<file path="src/rtl/store_merge_if.sv">
// ============================================================================
// Module  : store_merge_if
// Purpose : Request, memory-port and status bundle of the store-size unit.
// Revision: 1.0 - initial release
// ============================================================================
`default_nettype none

interface store_merge_if;
  logic        start;
  logic [1:0]  size;
  logic [31:0] addr;
  logic [31:0] store_data;
  logic [31:0] mem_data_in;
  logic [31:0] mem_addr;
  logic        mem_wr;
  logic [31:0] mem_data_out;
  logic        busy;
  logic        done;
  logic        misaligned;

  // master: control unit plus memory read return; slave: the store unit
  modport master (
    output start, size, addr, store_data, mem_data_in,
    input  mem_addr, mem_wr, mem_data_out, busy, done, misaligned
  );

  modport slave (
    input  start, size, addr, store_data, mem_data_in,
    output mem_addr, mem_wr, mem_data_out, busy, done, misaligned
  );
endinterface

`default_nettype wire

</file>
<file path="src/rtl/store_merge_ctrl.sv">
// ============================================================================
// Module  : store_merge_ctrl
// Purpose : Word/half/byte store unit; sub-word stores use read-modify-write.
// Revision: 1.0 - initial release
// ============================================================================
`default_nettype none

module store_merge_ctrl #(
  parameter int READ_LATENCY = 1
) (
  input  logic         clk,
  input  logic         reset,
  store_merge_if.slave bus
);

  localparam logic [1:0] c_SIZE_WORD = 2'b00;
  localparam logic [1:0] c_SIZE_HALF = 2'b01;
  localparam logic [1:0] c_SIZE_BYTE = 2'b10;
  localparam logic [2:0] c_LAST_READ = 3'(READ_LATENCY - 1);

  typedef enum logic [2:0] {
    S_IDLE  = 3'd0,
    S_READ  = 3'd1,
    S_WRITE = 3'd2,
    S_DONE  = 3'd3,
    S_ERR   = 3'd4
  } state_t;

  state_t      r_state;
  state_t      w_state_next;
  logic [31:0] r_addr;
  logic [1:0]  r_size;
  logic [31:0] r_data;
  logic [31:0] r_read_word;
  logic [2:0]  r_cnt;
  logic        w_accept;
  logic        w_misaligned;
  logic        w_is_word;
  logic        w_last_read;
  logic [31:0] w_merged;

  assign w_accept    = (r_state == S_IDLE) && bus.start;
  assign w_last_read = (r_state == S_READ) && (r_cnt == c_LAST_READ);
  assign w_is_word   = (bus.size != c_SIZE_HALF) && (bus.size != c_SIZE_BYTE);

  always_comb begin
    w_misaligned = 1'b0;
    case (bus.size)
      c_SIZE_HALF: w_misaligned = bus.addr[0];
      c_SIZE_BYTE: w_misaligned = 1'b0;
      default:     w_misaligned = (bus.addr[1:0] != 2'b00);
    endcase
  end

  always_ff @(posedge clk or posedge reset) begin
    if (reset) begin
      r_state <= S_IDLE;
    end else begin
      r_state <= w_state_next;
    end
  end

  always_comb begin
    w_state_next = r_state;
    case (r_state)
      S_IDLE: begin
        if (bus.start) begin
          if (w_misaligned)   w_state_next = S_ERR;
          else if (w_is_word) w_state_next = S_WRITE;
          else                w_state_next = S_READ;
        end
      end
      S_READ:  if (w_last_read) w_state_next = S_WRITE;
      S_WRITE: w_state_next = S_DONE;
      S_DONE:  w_state_next = S_IDLE;
      S_ERR:   w_state_next = S_IDLE;
      default: w_state_next = S_IDLE;
    endcase
  end

  // Request registers only load on acceptance, so later input churn is harmless
  always_ff @(posedge clk or posedge reset) begin
    if (reset) begin
      r_addr      <= '0;
      r_size      <= '0;
      r_data      <= '0;
      r_read_word <= '0;
      r_cnt       <= '0;
    end else begin
      if (w_accept) begin
        r_addr <= bus.addr;
        r_size <= bus.size;
        r_data <= bus.store_data;
      end
      if (w_last_read) begin
        r_read_word <= bus.mem_data_in;
      end
      if (r_state == S_READ) begin
        r_cnt <= r_cnt + 3'd1;
      end else begin
        r_cnt <= '0;
      end
    end
  end

  always_comb begin
    w_merged = r_read_word;
    case (r_size)
      c_SIZE_BYTE: w_merged[{r_addr[1:0], 3'b000} +: 8] = r_data[7:0];
      c_SIZE_HALF: begin
        if (r_addr[1]) w_merged[31:16] = r_data[15:0];
        else           w_merged[15:0]  = r_data[15:0];
      end
      default:     w_merged = r_data;
    endcase
  end

  // Strobes decode straight from the state so a reset kills a write instantly
  assign bus.mem_addr     = {r_addr[31:2], 2'b00};
  assign bus.mem_data_out = w_merged;
  assign bus.mem_wr       = (r_state == S_WRITE);
  assign bus.busy         = (r_state != S_IDLE);
  assign bus.done         = (r_state == S_DONE) || (r_state == S_ERR);
  assign bus.misaligned   = (r_state == S_ERR);

endmodule

`default_nettype wire

</file>
<file path="src/flat_wrapper.sv">
// flat-port wrapper written by rule: the top's interface ports become plain ports
module store_merge_ctrl_flat 
#(
  parameter int READ_LATENCY = 1
)
  (clk, reset, bus_start, bus_size, bus_addr, bus_store_data, bus_mem_data_in, bus_mem_addr, bus_mem_wr, bus_mem_data_out, bus_busy, bus_done, bus_misaligned);
  store_merge_if bus_i ();
  input  logic clk;
  input  logic reset;
  input wire logic [$bits(bus_i.start)-1:0] bus_start;
  input wire logic [$bits(bus_i.size)-1:0] bus_size;
  input wire logic [$bits(bus_i.addr)-1:0] bus_addr;
  input wire logic [$bits(bus_i.store_data)-1:0] bus_store_data;
  input wire logic [$bits(bus_i.mem_data_in)-1:0] bus_mem_data_in;
  output wire logic [$bits(bus_i.mem_addr)-1:0] bus_mem_addr;
  output wire logic [$bits(bus_i.mem_wr)-1:0] bus_mem_wr;
  output wire logic [$bits(bus_i.mem_data_out)-1:0] bus_mem_data_out;
  output wire logic [$bits(bus_i.busy)-1:0] bus_busy;
  output wire logic [$bits(bus_i.done)-1:0] bus_done;
  output wire logic [$bits(bus_i.misaligned)-1:0] bus_misaligned;
  assign bus_i.start = bus_start;
  assign bus_i.size = bus_size;
  assign bus_i.addr = bus_addr;
  assign bus_i.store_data = bus_store_data;
  assign bus_i.mem_data_in = bus_mem_data_in;
  assign bus_mem_addr = bus_i.mem_addr;
  assign bus_mem_wr = bus_i.mem_wr;
  assign bus_mem_data_out = bus_i.mem_data_out;
  assign bus_busy = bus_i.busy;
  assign bus_done = bus_i.done;
  assign bus_misaligned = bus_i.misaligned;
  store_merge_ctrl #(.READ_LATENCY(READ_LATENCY)) u_core (.clk(clk), .reset(reset), .bus(bus_i));
endmodule
</file>
<file path="config.mk">
export PLATFORM = sky130hd
export DESIGN_NAME = store_merge_ctrl_flat
export DESIGN_NICKNAME = d
export VERILOG_FILES = /design/src/rtl/store_merge_if.sv /design/src/rtl/store_merge_ctrl.sv /design/src/flat_wrapper.sv
export SDC_FILE = /design/constraint.sdc
export NUM_CORES = 1
export LEC_CHECK = 0
export ABC_AREA = 0
export CAP_MARGIN = 20
export CORE_UTILIZATION = 47
export CTS_BUF_LIST = sky130_fd_sc_hd__clkbuf_16
export DETAILED_ROUTE_END_ITERATION = 12
export PLACE_DENSITY = 0.89
export SYNTH_ARGS = -nofsm -noshare
export SYNTH_HDL_FRONTEND = slang
export SYNTH_SLANG_ARGS = --single-unit
</file>
<file path="constraint.sdc">
create_clock -name clk -period 4.2 [get_ports clk]
set_input_delay 0.84 -clock clk [delete_from_list [all_inputs] [get_ports clk]]
set_output_delay 0.84 -clock clk [all_outputs]
set_load 0.01 [all_outputs]
</file>
== After elaboration in Yosys (flattened, before gate mapping) ==
Cells that the tools add are included.
Cells by class
  add/subtract/negate cells: 2
  eq/ne operators: 12
  muxes and demuxes: 11
  reductions and logical operators: 9
  shift operators: 2
Operator list (count)
  case mux 32 bit (2 select lines): 1
  bitwise mux 32 bit: 1
  2-to-1 mux 16 bit: 2
  variable shift 8 x 7 -> 32 bit (first input constant): 1
  variable part select 8 x 7 -> 32 bit: 1
  2-to-1 mux 3 bit: 4
  case mux 3 bit (3 select lines): 1
  negator 5 -> 7 bit: 1
  == test 3 x 2 -> 1 bit (second input constant): 2
  logical NOT 3 bit: 2
  == test 2 x 1 -> 1 bit (second input constant): 2
  == test 2 bit (second input constant): 2
  != test 2 x 1 -> 1 bit (second input constant): 2
  != test 2 bit (second input constant): 2
  adder 3 x 1 -> 3 bit (second input constant): 1
  == test 3 x 1 -> 1 bit (second input constant): 1
  == test 3 bit (second input constant): 1
  logical AND 1 bit: 3
  nonzero test 3 bit: 1
  2-to-1 mux 2 bit: 1
  case mux 1 bit (2 select lines): 1
  AND reduction 2 bit: 1
  nonzero test 2 bit: 1
  logical OR 1 bit: 1
Storage, ports and cells
  register bits: 104
  input bits: 101

== Logic depth before layout (Yosys ltp) ==
Gate-level depths: netlist (run 1).
  depth after elaboration: 6
  mapped depth: 7

== Worst setup path after synthesis (run 1) ==
Ideal clock, no wire load.
  kind: register to output
  from: reg u_core.r_addr[1]
  to: out bus_mem_data_out[16]
  stages on the path, launching flop included: 8
  path slack: 1.485 ns
  data arrival time: 1.875 ns
  path buffers: 1
  cells stage by stage: dfrtp_1 buf_4 inv_2 ha_1 nand2b_1 nor4b_2 a21oi_1 o221ai_1
On the way
  word-level cells in the longest chain between the ends: 4
Ends and longest elaborated chain
  from (decl): RTL line store_merge_ctrl.sv:31  | logic [31:0] r_addr;
  from (signal assigned): RTL line store_merge_ctrl.sv:91  | r_addr <= bus.addr;
  negator 5 -> 7 bit: RTL line store_merge_ctrl.sv:109  | c_SIZE_BYTE: w_merged[{r_addr[1:0], 3'b000} +: 8] = r_data[7:0];
  variable part select 8 x 7 -> 32 bit / variable shift 8 x 7 -> 32 bit (equally long branches): RTL line store_merge_ctrl.sv:109
  bitwise mux 32 bit: RTL line store_merge_ctrl.sv:109
  case mux 32 bit (2 select lines) *: RTL line store_merge_ctrl.sv:108  | case (r_size)
  to (decl): RTL line flat_wrapper.sv:17  | output wire logic [$bits(bus_i.mem_data_out)-1:0] bus_mem_data_out;
Mark *: on every way between the ends. The rest lies on a longest branch, timed or not.

== Worst setup path after layout (run 1) ==
  from: reg u_core.r_addr[1]
  to: out bus_mem_data_out[15]
The elaborated chain is that of the path after synthesis.

==> results.md, run 1 <==
* Outcome: finished clean
* Design area at between 7000 and 8000 um2
* Worst setup path class: register to output port
* Diodes inserted at 0
* Worst hold margin at between 0.4 and 0.5 ns
* Final setup fails at 0
* Core Util, Final at 65.2%
* Row cnt at 38
* EDFF count, synth at 0
* I/O pin count at 169
* Setup Buffers After CTS at 0
* CTS tree: done
* R2R Path Start: u_core.r_state[2]
* Hold depth at 1
* GRT Overall Usage at 24.2%
* Post-synth ARST share at 100%
* Clk buf depth at 2
* Flops & latches, synth at approximately 100
* Final std cells w/o fill at 721
* Clock latency on the worst-skew pair at around 0.34 ns
* Synth cell types at 37
* Relative slew slack at 39.9%
* RD Place Congestion at about 0.84
* Max Freq at between 200 and 300 MHz
* Yosys warning count at 0
* Final min period at 3.94 ns
* Worst clock skew at a little over 0.005 ns
* Register area share after synthesis at between 40% and 50%
* Overflow after GRT at 0
* Core box area at roughly 11000 um2
* Crit path DAT at about 3.1 ns
* Worst setup margin at between 0.2 and 0.3 ns
* First-pass GRT wire length at ~21000 um
* Fin nets at roughly 690
* LEAKAGE at between 2 and 3 nW
* Clock Sinks at 104
* VDD IR max at 428 uV
* Crit path max fanout at 10
* Initial antenna violation count at 0
* Syn Inst Count at approximately 440
* Pwr Density at between 800 and 900 nW/um2
* Hold Crit Class: register to register
* Vias in the first global route at between 4000 and 5000
* Post-synth top flop: dfrtp_1
* Avg Vias per Cell at between 5 and 6
* Hold Crit Endpoint: u_core.r_cnt[0]
* Fin crit share at between 90% and 100%
* Actual slew at the worst max-slew pin at around 0.9 ns
* DP Area at approximately 6800 um2
* Placed cells at 705
* Chip Width at about 110 um
* Mapped Area at about 5300 um2
* Number of port buffers at roughly 170
* Crit start category: register
* Initial core utilization at about 49%
* Post-Syn Area per Cell at roughly 12 um2
* Hold_sp: u_core.r_cnt[0]
* Total Power at ~6 mW
* Kind of end point of the critical path: output port
* Chip Height at approximately 110 um
* PostCTS Resize Cnt at 0
* Max-slew violations at 0
* Hold buffers post-CTS at 0
* H-tree levels at 3
* ANT nets after route at 0
* P&R area growth vs syn at 34.1%
* DP Wirelength at between 9000 and 10000 um
* Routed WL at 13600 um
* Final Hold Viols at 0
* DRC viols at 0
* Drt initial violations at around 190
* Die ar. at ~12000 um2
* Clk slew on worst S/H paths at 0.07 ns
* Fillcell total at 873
* Total number of vias at 3956
* Clk root buf: clkbuf_16
* Setup tns final at 0 ns
* Worst endpoint required time at roughly 3.4 ns
* Cts bufs inserted at 9
* Drt pass-1 iters at 4
* RSZ-0062 raised after global routing: false
* Reg2Reg Capture Point: u_core.r_addr[22]
* R2R depth at 4
* Largest net degree at the start of global routing at 93
* Max_cap viols at 0
* Fraction of layout cells with a size suffix above 1 at 21.0%
* Setup slack, reg-to-reg at around 1.8 ns
* Pre-CTS setup slack at around 0.63 ns
* Routed len/inst at about 19 um
sequential cells by signal, indices dropped and copies added, names as in the netlist:
name                cells
u_core.r_size           2
u_core.r_cnt            3
u_core.r_state          3
u_core.r_addr          32
u_core.r_read_word     32
u_core.r_data          32
how the worst max path moves through the flow:
stage / from / end / slack, ns / depth (start not counted)
after floorplan: reset / u_core.r_addr[0] / 0.63 / 1
after global placement: u_core.r_addr[1] / bus_mem_data_out[13] / 0.82 / 7
after detailed placement: u_core.r_addr[1] / bus_mem_data_out[15] / 0.63 / 7
after CTS: u_core.r_addr[1] / bus_mem_data_out[15] / 0.26 / 7
after global routing: u_core.r_addr[1] / bus_mem_data_out[15] / 0.06 / 7
final: u_core.r_addr[1] / bus_mem_data_out[15] / 0.26 / 7
area by class of cell:
class	count	area [um2]	share of cell area [%]
Clock buffer	9	225	3.16
Clock inverter	6	46.3	0.649
Inverter	11	43.8	0.614
Multi-Input combinational cell	276	2290	32.1
Sequential cell	104	2600	36.5
Tap cell	140	175	2.46
Timing Repair Buffer	175	1750	24.5
cells in the final DEF (no fill, tap or decap), types with 2 or more instances in the layout:
master and instances:
clkdlybuf4s50_1 166, a21oi_1 25, o21ai_0 5, and2_1 2, ha_1 10, a22o_1 8, conb_1 2, o221ai_1 16
nand2b_1 5, clkbuf_16 9, clkinvlp_4 3, mux2_2 93, nor3b_1 2, inv_1 10, dfrtp_1 104, o31ai_1 8
a31oi_1 2, nor2b_1 17, nor2_1 8, a22oi_1 8, nand2_1 36, buf_4 8, mux2i_1 16
metal layers:
metal  track usage [%]  up-vias  part of all wire, %
met5                 0        -                    0
met4              8.59        0                  2.2
met3              7.53       25                  9.6
li1                  -     1824                    -
met1              30.1     1914                   41
met2              39.7      193                   47
worst max-delay path, stage by stage (launching register included):
cell and delay (ns):
dfrtp_1 0.61, inv_2 0.13, ha_1 0.34, nand2b_1 0.10
nor2_1 0.51, a22oi_1 0.19, o31ai_1 0.29, clkdlybuf4s50_1 0.60
power by group:
part	switching, mW	internal (mW)	leakage, nW
sequential	0.458	1.51	1.23
combinational	1.46	1.88	1.60
clock	0.374	0.403	0.127
cell families after synthesis:
family | share of synthesized area [%]
compound gates | 10.2
buf+inv | 8.07
other cells | 0.0705
xor+xnor | 0.165
simple gates | 7.29
mux | 22.9
flops | 48.9
fa+ha+maj | 2.35
Yosys cell counts (7+ instances only):
master | number | area (um2)
buf_4 | 33 | 248
a22oi_1 | 8 | 60.1
ha_1 | 10 | 125
buf_6 | 7 | 78.8
clkbuf_1 | 7 | 26.3
nor2_1 | 8 | 30.0
a22o_1 | 8 | 70.1
o31ai_1 | 8 | 60.1
inv_1 | 10 | 37.5
o221ai_1 | 16 | 140
nor2b_1 | 17 | 106
nand2_1 | 36 | 135
dfrtp_1 | 104 | 2600
mux2_2 | 93 | 1050
mux2i_1 | 16 | 160
a21oi_1 | 25 | 125
buf_2 | 7 | 35.0
No activity file was read; power rests on OpenSTA's default activity.
==> run 2, diff against run 1 <==
--- a/config.mk
+++ b/config.mk
@@ -7,10 +7,11 @@
 export LEC_CHECK = 0
 export ABC_AREA = 0
 export CAP_MARGIN = 20
-export CORE_UTILIZATION = 47
+export CORE_UTILIZATION = 51
 export CTS_BUF_LIST = sky130_fd_sc_hd__clkbuf_16
 export DETAILED_ROUTE_END_ITERATION = 12
-export PLACE_DENSITY = 0.89
+export PLACE_DENSITY_LB_ADDON = 0.08
+export SETUP_SLACK_MARGIN = 0.2
 export SYNTH_ARGS = -nofsm -noshare
 export SYNTH_HDL_FRONTEND = slang
 export SYNTH_SLANG_ARGS = --single-unit
==> constraint.sdc (replaced) <==
create_clock -name clk -period 4.75 [get_ports clk]
set_input_delay 0.95 -clock clk [delete_from_list [all_inputs] [get_ports clk]]
set_output_delay 0.95 -clock clk [all_outputs]
set_load 0.01 [all_outputs]
==> run 2 against run 1 <==
Compared with the run above:
- worst setup slack better by 0.24 ns
- hold slack worse by 0.019 ns
- die area is 7.7% lower
- clock power is 16% lower
- global-route usage is 0.63 points higher
- clock skew is 0.0013 ns lower
- critical path type unchanged
- critical endpoint is now bus_mem_data_out[20]
- highest routed layer unchanged
==> results.md, run 2 (same netlist as run 1, synthesis figures left out) <==
* Outcome: finished clean
* Avg Vias per Cell at 5.51 (+0.48%)
* Initial core utilization at 53.4% (+4.8 points)
* Worst hold margin at 0.465 ns (-0.0195 ns)
* Final setup fails at 0 (unchanged)
* Crit-path cells: inv_2 > ha_1 > nand2b_1 > nor4b_2 > a21oi_1 > o221ai_1 > clkdlybuf4s50_1
* CTS tree: done
* Pwr Density at 746 nW/um2 (-13%)
* Commonest non-fill, non-tap cell in the layout: clkdlybuf4s50_1
* LEAKAGE at 2.94 nW (-0.64%)
* Clk root buf: clkbuf_16
* Total Power at 5.28 mW (-13%)
* Fin crit share at between 80% and 90%
* Setup tns final at 0 ns (unchanged)
* Final Hold Viols at 0 (unchanged)
* Chip Height at 104 um (-3.9%)
* Largest net degree at the start of global routing at 71 (-24%)
* Clock latency on the worst-skew pair at 0.34 ns (about the same)
* H-tree levels at 3 (unchanged)
* Kind of end point of the critical path: output port
* First-pass GRT wire length at 21000 um (-0.49%)
* Worst setup margin at 0.495 ns (+0.239 ns)
* VDD IR max at 402 uV (-6.2%)
* Met2 wire len at 6110 um (-4.0%)
* Final min period at around 4.3 ns
* Total number of vias at 3920 (-0.91%)
* Pre-CTS setup slack at 0.898 ns (+0.272 ns)
* I/O pin count at 169 (unchanged)
* RSZ-0062 raised after global routing: false
* Crit start category: register
* Crit-path max cell delay at 0.75 ns (+0.14 ns)
* Crit path DAT at 3.30 ns (+0.20 ns)
* Core box area at 9950 um2 (-9.0%)
* RD Place Congestion at 0.856 (+2.3%)
* Core Util, Final at 71.1% (+5.9 points)
* Actual slew at the worst max-slew pin at 0.915 ns (+0.0156 ns)
* Row cnt at 36 (-5.3%)
* Clock Sinks at 104 (unchanged)
* Worst clock skew at 0.00380 ns (-0.00127 ns)
* Hold Crit Class: register to register
* ANT nets after route at 0 (unchanged)
* WL met1 at 5530 um (-2.0%)
* Vias in the first global route at 4073 (-0.20%)
* P&R area growth vs syn at 33.1%
* Clk buf depth at 2 (unchanged)
* Cts bufs inserted at 9 (unchanged)
* Routed wl met3 at 859 um (-34%)
* Drt pass-1 iters at 4 (unchanged)
* Chip Width at 104 um (-3.9%)
* Routed len/inst at 18.1 um (-4.3%)
* Max-slew violations at 0 (unchanged)
* Worst endpoint required time at 3.80 ns (+0.44 ns)
* Crit path max fanout at 12 (+2)
* Die ar. at 10800 um2 (-7.7%)
* Max_cap viols at 0 (unchanged)
* GRT Overall Usage at 24.8% (+0.63 points)
* Hold buffers post-CTS at 0 (unchanged)
* Max Freq at 235 MHz
* Number of port buffers at 166 (unchanged)
* PostCTS Resize Cnt at 0 (unchanged)
* Clk slew on worst S/H paths at 0.06 ns (about the same)
* Overflow after GRT at 0 (unchanged)
* Drt initial violations at 187 (-3.6%)
* Top routing layer used: met4
* DP Wirelength at 9200 um (-7.0%)
* Initial antenna violation count at 0 (unchanged)
* Relative slew slack at 39.0% (-0.89 points)
* Most frequent cells in the layout: 166 x clkdlybuf4s50_1, 104 x dfrtp_1, 93 x mux2_2
* Fin nets at 684 (-0.58%)
* Fraction of layout cells with a size suffix above 1 at 19.9% (-1.1 points)
* Worst setup path class: register to output port
* Cell at the slowest stage of the critical path: nor4b_2
* DRC viols at 0 (unchanged)
* Routed WL at 12800 um (-5.6%)
* Fillcell total at 745 (-15%)
* Setup Buffers After CTS at 0 (unchanged)
* Diodes inserted at 0 (unchanged)
* Biggest registers after layout: u_core.r_addr x32, u_core.r_data x32, u_core.r_read_word x32
[run 2: cell count changes in the layout (fill, tap and decap cells not counted), sizes merged]
cell	before	now
buf	9	5
clkinv	0	4
clkinvlp	3	1
inv	14	13
[run 2: path summary, 6_finish.rpt]
kind	startpoint	endpoint	slack, ns	cells past startpoint
worst max-delay path	u_core.r_addr[1]	bus_mem_data_out[20]	0.50	7
worst min-delay path	u_core.r_cnt[0]	u_core.r_cnt[0]	0.46	1
worst max register to register	u_core.r_state[2]	u_core.r_data[22]	2.71	4
worst min register to register	u_core.r_cnt[0]	u_core.r_cnt[0]	0.46	1
max in group asynchronous	reset	u_core.r_read_word[23]	2.82	3
min in group asynchronous	reset	u_core.r_addr[21]	1.08	2
[run 2: where the power goes]
group          switching (mW)  internal, mW
Combinational            1.26          1.66
Sequential              0.376          1.34
Clock                   0.309         0.345
[run 2: through the flow]
| stage | cell area [um2] | cells |
|---|---|---|
| global route | 7080 | 711 |
| detailed placement | 6800 | 694 |
| global placement | 6800 | 694 |
| floorplan | 5320 | 445 |
| finish | 7080 | 711 |
| CTS | 7050 | 710 |
[run 2: cell type report]
| class | instances | area [um2] | area share (%) |
|---|---|---|---|
| flip-flops and latches | 104 | 2600 | 36.8 |
| multi-input cells | 276 | 2290 | 32.4 |
| repair buffers | 171 | 1720 | 24.3 |
| clock buffers | 9 | 225 | 3.18 |
| well taps | 133 | 166 | 2.35 |
| inverters | 11 | 43.8 | 0.618 |
| clock inverters | 7 | 31.3 | 0.442 |
[run 2: per-layer routing]
layer / track usage [%] / vias to the layer above
met1: 32.2 / 1932
met4: 10.2 / 0
met3: 5.70 / 21
li1: - / 1811
met5: 0 / -
met2: 40.2 / 156
[run 2: worst max-delay path: cells and delay by family (launching register included)]
kind | cells | cell delay [ns]
and+or+nand+nor | 2 | 0.85
buffers and inverters | 2 | 0.71
DFF | 1 | 0.66
AOI/OAI and AO/OA | 2 | 0.39
adders and majority gates | 1 | 0.36
==> run 3, diff against run 2 <==
--- a/config.mk
+++ b/config.mk
@@ -7,9 +7,11 @@
 export LEC_CHECK = 0
 export ABC_AREA = 0
 export CAP_MARGIN = 20
+export CORE_MARGIN = 4
 export CORE_UTILIZATION = 51
 export CTS_BUF_LIST = sky130_fd_sc_hd__clkbuf_16
 export DETAILED_ROUTE_END_ITERATION = 12
+export GPL_ROUTABILITY_DRIVEN = 1
 export PLACE_DENSITY_LB_ADDON = 0.08
 export SETUP_SLACK_MARGIN = 0.2
 export SYNTH_ARGS = -nofsm -noshare
==> run 3 against run 2 <==
Compared with the run above:
- cell count grew 0.28%
- hold slack worse by 0.0061 ns
- clock-buffer cell count is the same
- register-to-register slack improved by 0.03 ns
- global-route usage fell by 2.5 points
- non-clock buffer count did not move
- critical endpoint is now bus_mem_data_out[26]
- largest power group unchanged
==> results.md, run 3 (same netlist as run 1, synthesis figures left out) <==
* H-tree levels at 3 (unchanged)
* Worst endpoint required time at 3.80 ns (about the same)
* Kind of end point of the critical path: output port
* Final min period at 4.21 ns (-0.0408 ns)
* Crit-path cells: ha_1 > nand2_1 > nor3_1 > a21oi_1 > o221ai_1 > clkdlybuf4s50_1
* Chip Height at 110 um (+5.8%)
* Avg Vias per Cell at 5.52 (+0.13%)
* Max-slew violations at 0 (unchanged)
* Max Freq at 237 MHz (+0.97%)
* Clock latency on the worst-skew pair at 0.34 ns (about the same)
* I/O pin count at 169 (unchanged)
* Clk root buf: clkbuf_16
* Hold Crit Class: register to register
* Max_cap viols at 0 (unchanged)
* Total number of vias at 3936 (+0.41%)
* Routed len/inst at 18.9 um (+4.8%)
* Clk slew on worst S/H paths at 0.07 ns (about the same)
* Crit-path max cell delay at 0.75 ns (about the same)
* Clk buf depth at 2 (unchanged)
* Setup slack, reg-to-reg at 2.74 ns (+0.03 ns)
* Row cnt at 37 (+2.8%)
* RSZ-0062 raised after global routing: false
* First-pass GRT wire length at 20400 um (-2.6%)
* VDD IR max at 347 uV (-14%)
* Clock Sinks at 104 (unchanged)
* Fin crit share at 88.7% (-0.86 points)
* Diodes inserted at 0 (unchanged)
* Relative slew slack at 34.9% (-4.1 points)
* Setup Buffers After CTS at 0 (unchanged)
* Crit start category: register
* RD Place Congestion at 0.868 (+1.4%)
* ANT nets after route at 0 (unchanged)
* Hold buffers post-CTS at 0 (unchanged)
* PostCTS Resize Cnt at 0 (unchanged)
* Drt initial violations at 190 (+1.6%)
* Die ar. at 12100 um2 (+12%)
* Setup tns final at 0 ns (unchanged)
* Largest net degree at the start of global routing at 71 (unchanged)
* P&R area growth vs syn at 34.0%
* Crit path buf inv count at 1 (-1)
* GRT Overall Usage at 22.3% (-2.5 points)
* CTS tree: done
* Final Hold Viols at 0 (unchanged)
* Routed WL at 13500 um (+5.1%)
* Final setup fails at 0 (unchanged)
* Initial core utilization at 52.0% (-1.4 points)
* Pwr Density at 759 nW/um2 (+1.8%)
* Worst setup path class: register to output port
* Worst clock skew at 0.00492 ns (+0.00112 ns)
* Commonest non-fill, non-tap cell in the layout: clkdlybuf4s50_1
* Actual slew at the worst max-slew pin at 0.969 ns (+0.0544 ns)
* LEAKAGE at 2.96 nW (+0.72%)
* Core box area at 10200 um2 (+2.8%)
* Number of port buffers at 166 (unchanged)
* Most frequent cells in the layout: 166 x clkdlybuf4s50_1, 104 x dfrtp_1, 93 x mux2_2
* Worst hold margin at 0.458 ns (-0.00607 ns)
* Cts bufs inserted at 9 (unchanged)
* Fraction of layout cells with a size suffix above 1 at 20.1% (+0.21 points)
* Outcome: finished clean
* Fin nets at 684 (unchanged)
* Drt pass-1 iters at 5 (+1)
* Chip Width at 110 um (+5.8%)
* DP Wirelength at 9600 um (+4.3%)
* Top Family by Delay on Critical Path: simple AND/OR/NAND/NOR gates
* Overflow after GRT at 0 (unchanged)
* Initial antenna violation count at 0 (unchanged)
* DRC viols at 0 (unchanged)
* Vias in the first global route at 3916 (-3.9%)
* Crit path max fanout at 9 (-3)
* Cell at the slowest stage of the critical path: nor3_1
* Biggest registers after layout: u_core.r_addr x32, u_core.r_data x32, u_core.r_read_word x32
* Crit path DAT at 3.26 ns (-0.04 ns)
run 3: cell count changes in the layout (fill, tap and decap cells not counted), sizes merged:
cell and delta:
bufinv +2, clkinv -1, clkinvlp -1, inv -1
run 3: path summary, 6_finish.rpt:
check	cells after the start	startpoint	to
max in group asynchronous	3	reset	u_core.r_read_word[10]
worst max-delay path	6	u_core.r_addr[1]	bus_mem_data_out[26]
min in group asynchronous	2	reset	u_core.r_addr[5]
worst min-delay path	1	u_core.r_cnt[0]	u_core.r_cnt[0]
worst min register to register	1	u_core.r_cnt[0]	u_core.r_cnt[0]
worst max register to register	4	u_core.r_state[2]	u_core.r_data[26]
run 3: worst register-to-register path, cell delays in order, from the launching register on:
cell and delay, ns:
dfrtp_1 0.47, or3_4 0.46, nor2_8 0.22, buf_16 0.30
mux2_2 0.45
run 3: power breakdown:
group	switching [mW]	internal (mW)	leakage, nW
registers	0.381	1.34	1.23
clock network	0.314	0.453	0.152
logic	1.27	1.66	1.58
run 3: layout make-up:
class | instances | area, um2
clock inverter | 6 | 76.3
sequential | 104 | 2600
fill | 786 | 3100
timing repair buffer | 171 | 1720
multi-input combinational | 276 | 2290
clock buffer | 9 | 225
tap | 136 | 170
inverter | 11 | 43.8
run 3: per-layer routing:
layer	up-vias	part of all wire, %	routed length (um)	global-route usage [%]
met5	-	0	0	0
met4	0	1.2	159	5.01
met3	10	10	1400	7.75
met2	179	48	6450	36.6
met1	1943	41	5500	28.5
li1	1804	-	-	-
run 3: through the flow:
step           total power [mW]  utilization [%]  instances  area [um2]  worst slack, ns
2_1_floorplan              3.52                -        445        5320             1.07
3_3_place_gp               4.56             66.5        697        6800             1.01
3_5_place_dp               4.64             66.5        697        6800            0.933
4_1_cts                    5.42             69.4        712        7100            0.555
5_1_grt                    5.77             69.7        713        7130            0.301
6_report                   5.41             69.7        713        7130            0.536
==> RTL change 1, RTL diff (settings of run 3) <==
Encoding of `state_t`: now one-hot (5 bits for 5 states).
--- a/src/rtl/store_merge_ctrl.sv
+++ b/src/rtl/store_merge_ctrl.sv
@@ -18,12 +18,12 @@
   localparam logic [1:0] c_SIZE_BYTE = 2'b10;
   localparam logic [2:0] c_LAST_READ = 3'(READ_LATENCY - 1);
 
-  typedef enum logic [2:0] {
-    S_IDLE  = 3'd0,
-    S_READ  = 3'd1,
-    S_WRITE = 3'd2,
-    S_DONE  = 3'd3,
-    S_ERR   = 3'd4
+  typedef enum logic [4:0] {
+    S_IDLE  = 5'b00001,
+    S_READ  = 5'b00010,
+    S_WRITE = 5'b00100,
+    S_DONE  = 5'b01000,
+    S_ERR   = 5'b10000
   } state_t;
 
   state_t      r_state;
Function: same outputs for any inputs over 4 cycles, from zero or initial values and one cycle with reset high; so few cycles prove little.
==> RTL change 1 against run 3 <==
Global-route usage grew 0.72 points. Synthesized cell count shrank 4.1%. Combinational power grew 3%. Worst setup slack gained 0.047 ns. Power grew 2.3%. Die area grew 1.2%. Routed wire length grew 3.1%. Clock power grew 3.1%. Cell count shrank 2.0%. Sequential cell count grew 2. Fmax grew 1.1%. Sequential share of layout area grew 0.078 points. Cell area grew 1.8%. Area after synthesis grew 1.3%. Highest routed layer unchanged.
==> RTL change 1: results (changes against run 3) <==
| Metric | Value |
|---|---|
| Filler instances | 774 (-1.5%) |
| DRT Wirelength | 13.9 mm (+3.1%) |
| DR iter-0 viols | 178 (-6.3%) |
| Seq/Total Area, Yosys | 49.3% (+0.34 points) |
| Global-route wire length before repair | 22.4 mm (+9.8%) |
| Crit path max fanout | 8 (-1) |
| CTS buffer count | 9 (unchanged) |
| GR Util All Layers | 23.0% (+0.72 points) |
| Highest-delay cell along the critical path | nor3b_1 |
| RePlAce Congestion | 0.825 (-5.0%) |
| Clk root buf | clkbuf_16 |
| Hold path depth | 1 (unchanged) |
| Antenna Nets Post-Route | 0 (unchanged) |
| DP Wirelength | 10.2 mm (+6.0%) |
| Worst Hold Class | reg2reg |
| Max stage delay on crit path | 0.63 ns (-0.12 ns) |
| IO Port Bufs | 166 (unchanged) |
| Nets@finish | 669 (-2.2%) |
| Regs by FF count | u_core.r_addr: 32 flops, u_core.r_data: 32 flops, u_core.r_read_word: 32 flops |
| Clock skew | 0.00572 ns (+0.000800 ns) |
| Fraction of layout cells with a size suffix above 1 | 23.8% (+3.7 points) |
| Pin count of the biggest net entering global routing | 55 (-23%) |
| Worst vdd ir | 0.373 mV (+7.7%) |
| CTS max path bufs | 2 (unchanged) |
| M1 WL | 5.64 mm (+2.6%) |
| H-tree levels | 3 (unchanged) |
| Post-synth ARST share | 100% (unchanged) |
| Drt via density | 5.58 (+1.1%) |
| R2R depth | 5 (+1) |
| Vias in the first global route | 4,260 (+8.8%) |
| DR top layer | met4 |
| Ranking of synthesized cells by instance count | dfrtp_1, mux2_2, buf_4 |
| Actual slew at the worst max-slew pin | 0.913 ns (-0.0566 ns) |
| Setup TNS | 0 ns (unchanged) |
| Met3 routed WL | 1.11 mm (-21%) |
| WP data arrival | 3.22 ns (-0.04 ns) |
| Met2 routed WL | 6.85 mm (+6.2%) |
| Leak pwr | 3.02 nW (+1.9%) |
| Synth cell types | 46 (+24%) |
| Resized Gates After CTS | 0 (unchanged) |
| Ranking of synthesized cells by area | dfrtp_1, mux2_2, buf_4 |
| Core Box Area | 0.0103 mm2 (+0.91%) |
| Warnings, synthesis | 0 (unchanged) |
| ANT cells | 0 (unchanged) |
| Outcome | finished clean |
-- RTL change 1: changes by cell type in the layout (fill, tap and decap cells not counted), moves of 5 or more --
cell	run 3	this run
o221ai_1	16	8
mux2i_1	16	9
mux2_2	93	99
inv_1	10	17
a21oi_1	25	9
nand2_1	36	13
o32ai_1	0	5
nor2b_1	17	4
o31ai_1	8	0
a22oi_1	8	3
a221oi_1	0	8
mux2_4	0	6
o2bb2ai_1	0	8
a32oi_1	0	10
-- RTL change 1: cell families after synthesis --
logic type	count (synthesis)	share of synthesized area, %
adder cells (fa/ha/maj)	10	2.32
XOR/XNOR	2	0.325
buffers and inverters	71	7.76
multiplexers	114	24.0
AND/OR/NAND/NOR	52	5.64
AO/OA/AOI/OAI	70	10.6
other	1	0.0696
flip-flops	106	49.3
-- RTL change 1: worst register-to-register path: cells and delay by family, from the launching register on --
family / cells / cell delay, ns
adder cells (fa/ha/maj): 1 / 0.13
buffers and inverters: 1 / 0.07
flip-flops: 1 / 0.41
multiplexers: 1 / 0.59
AND/OR/NAND/NOR: 2 / 0.95
-- RTL change 1: final timing paths --
check	to	slack (ns)	from
max	bus_mem_data_out[18]	0.58	u_core.r_addr[0]
min	u_core.r_cnt[0]	0.48	u_core.r_cnt[0]
max reg2reg	u_core.r_read_word[13]	2.48	u_core.r_cnt[0]
min reg2reg	u_core.r_cnt[0]	0.48	u_core.r_cnt[0]
max in group asynchronous	u_core.r_state[0]	2.74	reset
min in group asynchronous	u_core.r_addr[19]	1.06	reset
-- RTL change 1: per-stage QoR --
step | area (um2) | std cells | util [%] | worst slack, ns
6_report | 7250 | 699 | 70.3 | 0.583
5_1_grt | 7250 | 699 | 70.3 | 0.471
3_3_place_gp | 6940 | 683 | 67.2 | 1.20
3_5_place_dp | 6940 | 683 | 67.2 | 1.03
2_1_floorplan | 5390 | 427 | - | 1.01
4_1_cts | 7250 | 699 | 70.3 | 0.650
-- RTL change 1: layout make-up --
type	instances	area [um2]	share of cell area [%]
clock buffer	9	225	3.10
timing repair buffer	173	1710	23.6
tap	136	170	2.35
sequential	106	2650	36.6
inverter	18	70.1	0.966
multi-input combinational	250	2330	32.1
clock inverter	7	92.6	1.28
-- RTL change 1: power by group --
group	internal [mW]	switching (mW)	leakage, nW
sequential	1.34	0.373	1.25
combinational	1.71	1.32	1.61
clock	0.461	0.330	0.153
total	3.51	2.03	3.02
-- RTL change 1: per-layer routing --
| metal | up-vias | global-route usage, % |
|---|---|---|
| met5 | - | 0 |
| met4 | 0 | 8.21 |
| met3 | 22 | 7.42 |
| met2 | 160 | 38.7 |
| met1 | 1923 | 27.8 |
| li1 | 1796 | - |
==> RTL change 2, RTL diff (config.mk and constraints of run 3) <==
Without the edit above. Reset style: synchronous (`reset`), changed in 2 clocked blocks.
--- a/src/rtl/store_merge_ctrl.sv
+++ b/src/rtl/store_merge_ctrl.sv
@@ -52,7 +52,7 @@
     endcase
   end
 
-  always_ff @(posedge clk or posedge reset) begin
+  always_ff @(posedge clk) begin
     if (reset) begin
       r_state <= S_IDLE;
     end else begin
@@ -79,7 +79,7 @@
   end
 
   // Request registers only load on acceptance, so later input churn is harmless
-  always_ff @(posedge clk or posedge reset) begin
+  always_ff @(posedge clk) begin
     if (reset) begin
       r_addr      <= '0;
       r_size      <= '0;
Check against the original RTL: differs if reset is asserted again (counterexample within 4 cycles, from zero or initial values and one cycle with reset high); with reset held inactive, the same outputs for 4 cycles.
==> RTL change 2 against run 3 <==
Critical path depth did not move. Synthesized cell count increased by 46%. Area after synthesis fell by 7.9%. Worst setup slack improved by 0.25 ns. Routed wire length up 7.8%. Sequential cell count is the same. Worst hold slack got worse by 0.0060 ns. Cell area down 6.3%. Critical path type unchanged. Largest cell class is now multi-input gates.
Power is not compared: it rests on default switching activity, and its combinational part moved more than twofold at a synthesized area within 25%.
==> RTL change 2: results (changes against run 3) <==
| Metric | Value |
|---|---|
| Outcome | finished clean |
| R2R depth | 5 (+1) |
| Seq area share | 31.2% (-5.3 points) |
| DR iter-0 viols | 314 (+65%) |
| Pin count of the biggest net entering global routing | 58 (-18%) |
| DRT Wirelength | 14.6 mm (+7.8%) |
| Post-synth ARST share | 0% (-100 points) |
| GRT met3 Usage | 6.56% (-1.2 points) |
| Clock skew | 0.00895 ns (+0.00403 ns) |
| Met3 routed WL | 1.06 mm (-24%) |
| Hold Slack | 0.452 ns (-0.00602 ns) |
| Ranking of synthesized cells by area | dfxtp_1, nand2_1, a21oi_1 |
| Vias in the first global route | 4,635 (+18%) |
| M1 WL | 5.99 mm (+9.1%) |
| R2R Setup Slk | 2.80 ns (+0.06 ns) |
| WP data arrival | 3.02 ns (-0.24 ns) |
| Routing usage on met2 | 44.9% (+8.3 points) |
| NonClk Buf Share | 26.2% (+2.1 points) |
| Ys flop type | dfxtp_1 |
| Filler instances | 764 (-2.8%) |
| Met2 routed WL | 7.25 mm (+12%) |
| Number of non-clock buffers | 173 (+1.2%) |
| Final clock-cell share | 4.91% (+0.68 points) |
| Actual slew at the worst max-slew pin | 0.899 ns (-0.0698 ns) |
| Nets@finish | 866 (+27%) |
| RePlAce Congestion | 0.914 (+5.3%) |
| Fraction of layout cells with a size suffix above 1 | 3.95% (-16 points) |
| Chip width | 106 um (-3.8%) |
| Launch point of the worst path | u_core.r_addr[0] |
| Grt met1 use | 31.1% (+2.5 points) |
| GR Util All Layers | 25.5% (+3.2 points) |
| Hold path depth | 2 (+1) |
| Crit path max fanout | 8 (-1) |
| Seq/Total Area, Yosys | 42.5% (-6.4 points) |
| DP Area | 0.00632 mm2 (-7.0%) |
| FF+latch area | 0.00208 mm2 (-20%) |
| Final worst slack | 0.782 ns (+0.246 ns) |
| Hold Crit Endpoint | u_core.r_addr[9] |
| Post-placement worst setup slack | 1.21 ns (+0.280 ns) |
| Multi-input comb cells | 457 (+66%) |
| Syn Inst Count | 647 (+46%) |
| Vias | 4,764 (+21%) |
| Highest-delay cell along the critical path | nor4b_2 |
| Number of sequential cells | 104 (unchanged) |
| R2R Path Start | u_core.r_state[2] |
-- RTL change 2: cell types whose count changed after synthesis, moves of 21 or more --
| cell | before | now |
|---|---|---|
| dfrtp_1 | 104 | 0 |
| dfxtp_1 | 0 | 104 |
| o21ai_0 | 5 | 26 |
| nand2_1 | 36 | 204 |
| mux2_2 | 93 | 0 |
| a21oi_1 | 25 | 123 |
-- RTL change 2: cells by family (layout without fill, tap and decap cells) --
| logic type | Yosys count | in the layout | synth area share (%) |
|---|---|---|---|
| AO/OA/AOI/OAI | 204 | 204 | 23.8 |
| XOR/XNOR | 1 | 1 | 0.179 |
| adder cells (fa/ha/maj) | 10 | 10 | 2.55 |
| buffers and inverters | 87 | 199 | 10.3 |
| flip-flops | 104 | 104 | 42.5 |
| other | 1 | 2 | 0.0766 |
| AND/OR/NAND/NOR | 240 | 240 | 20.5 |
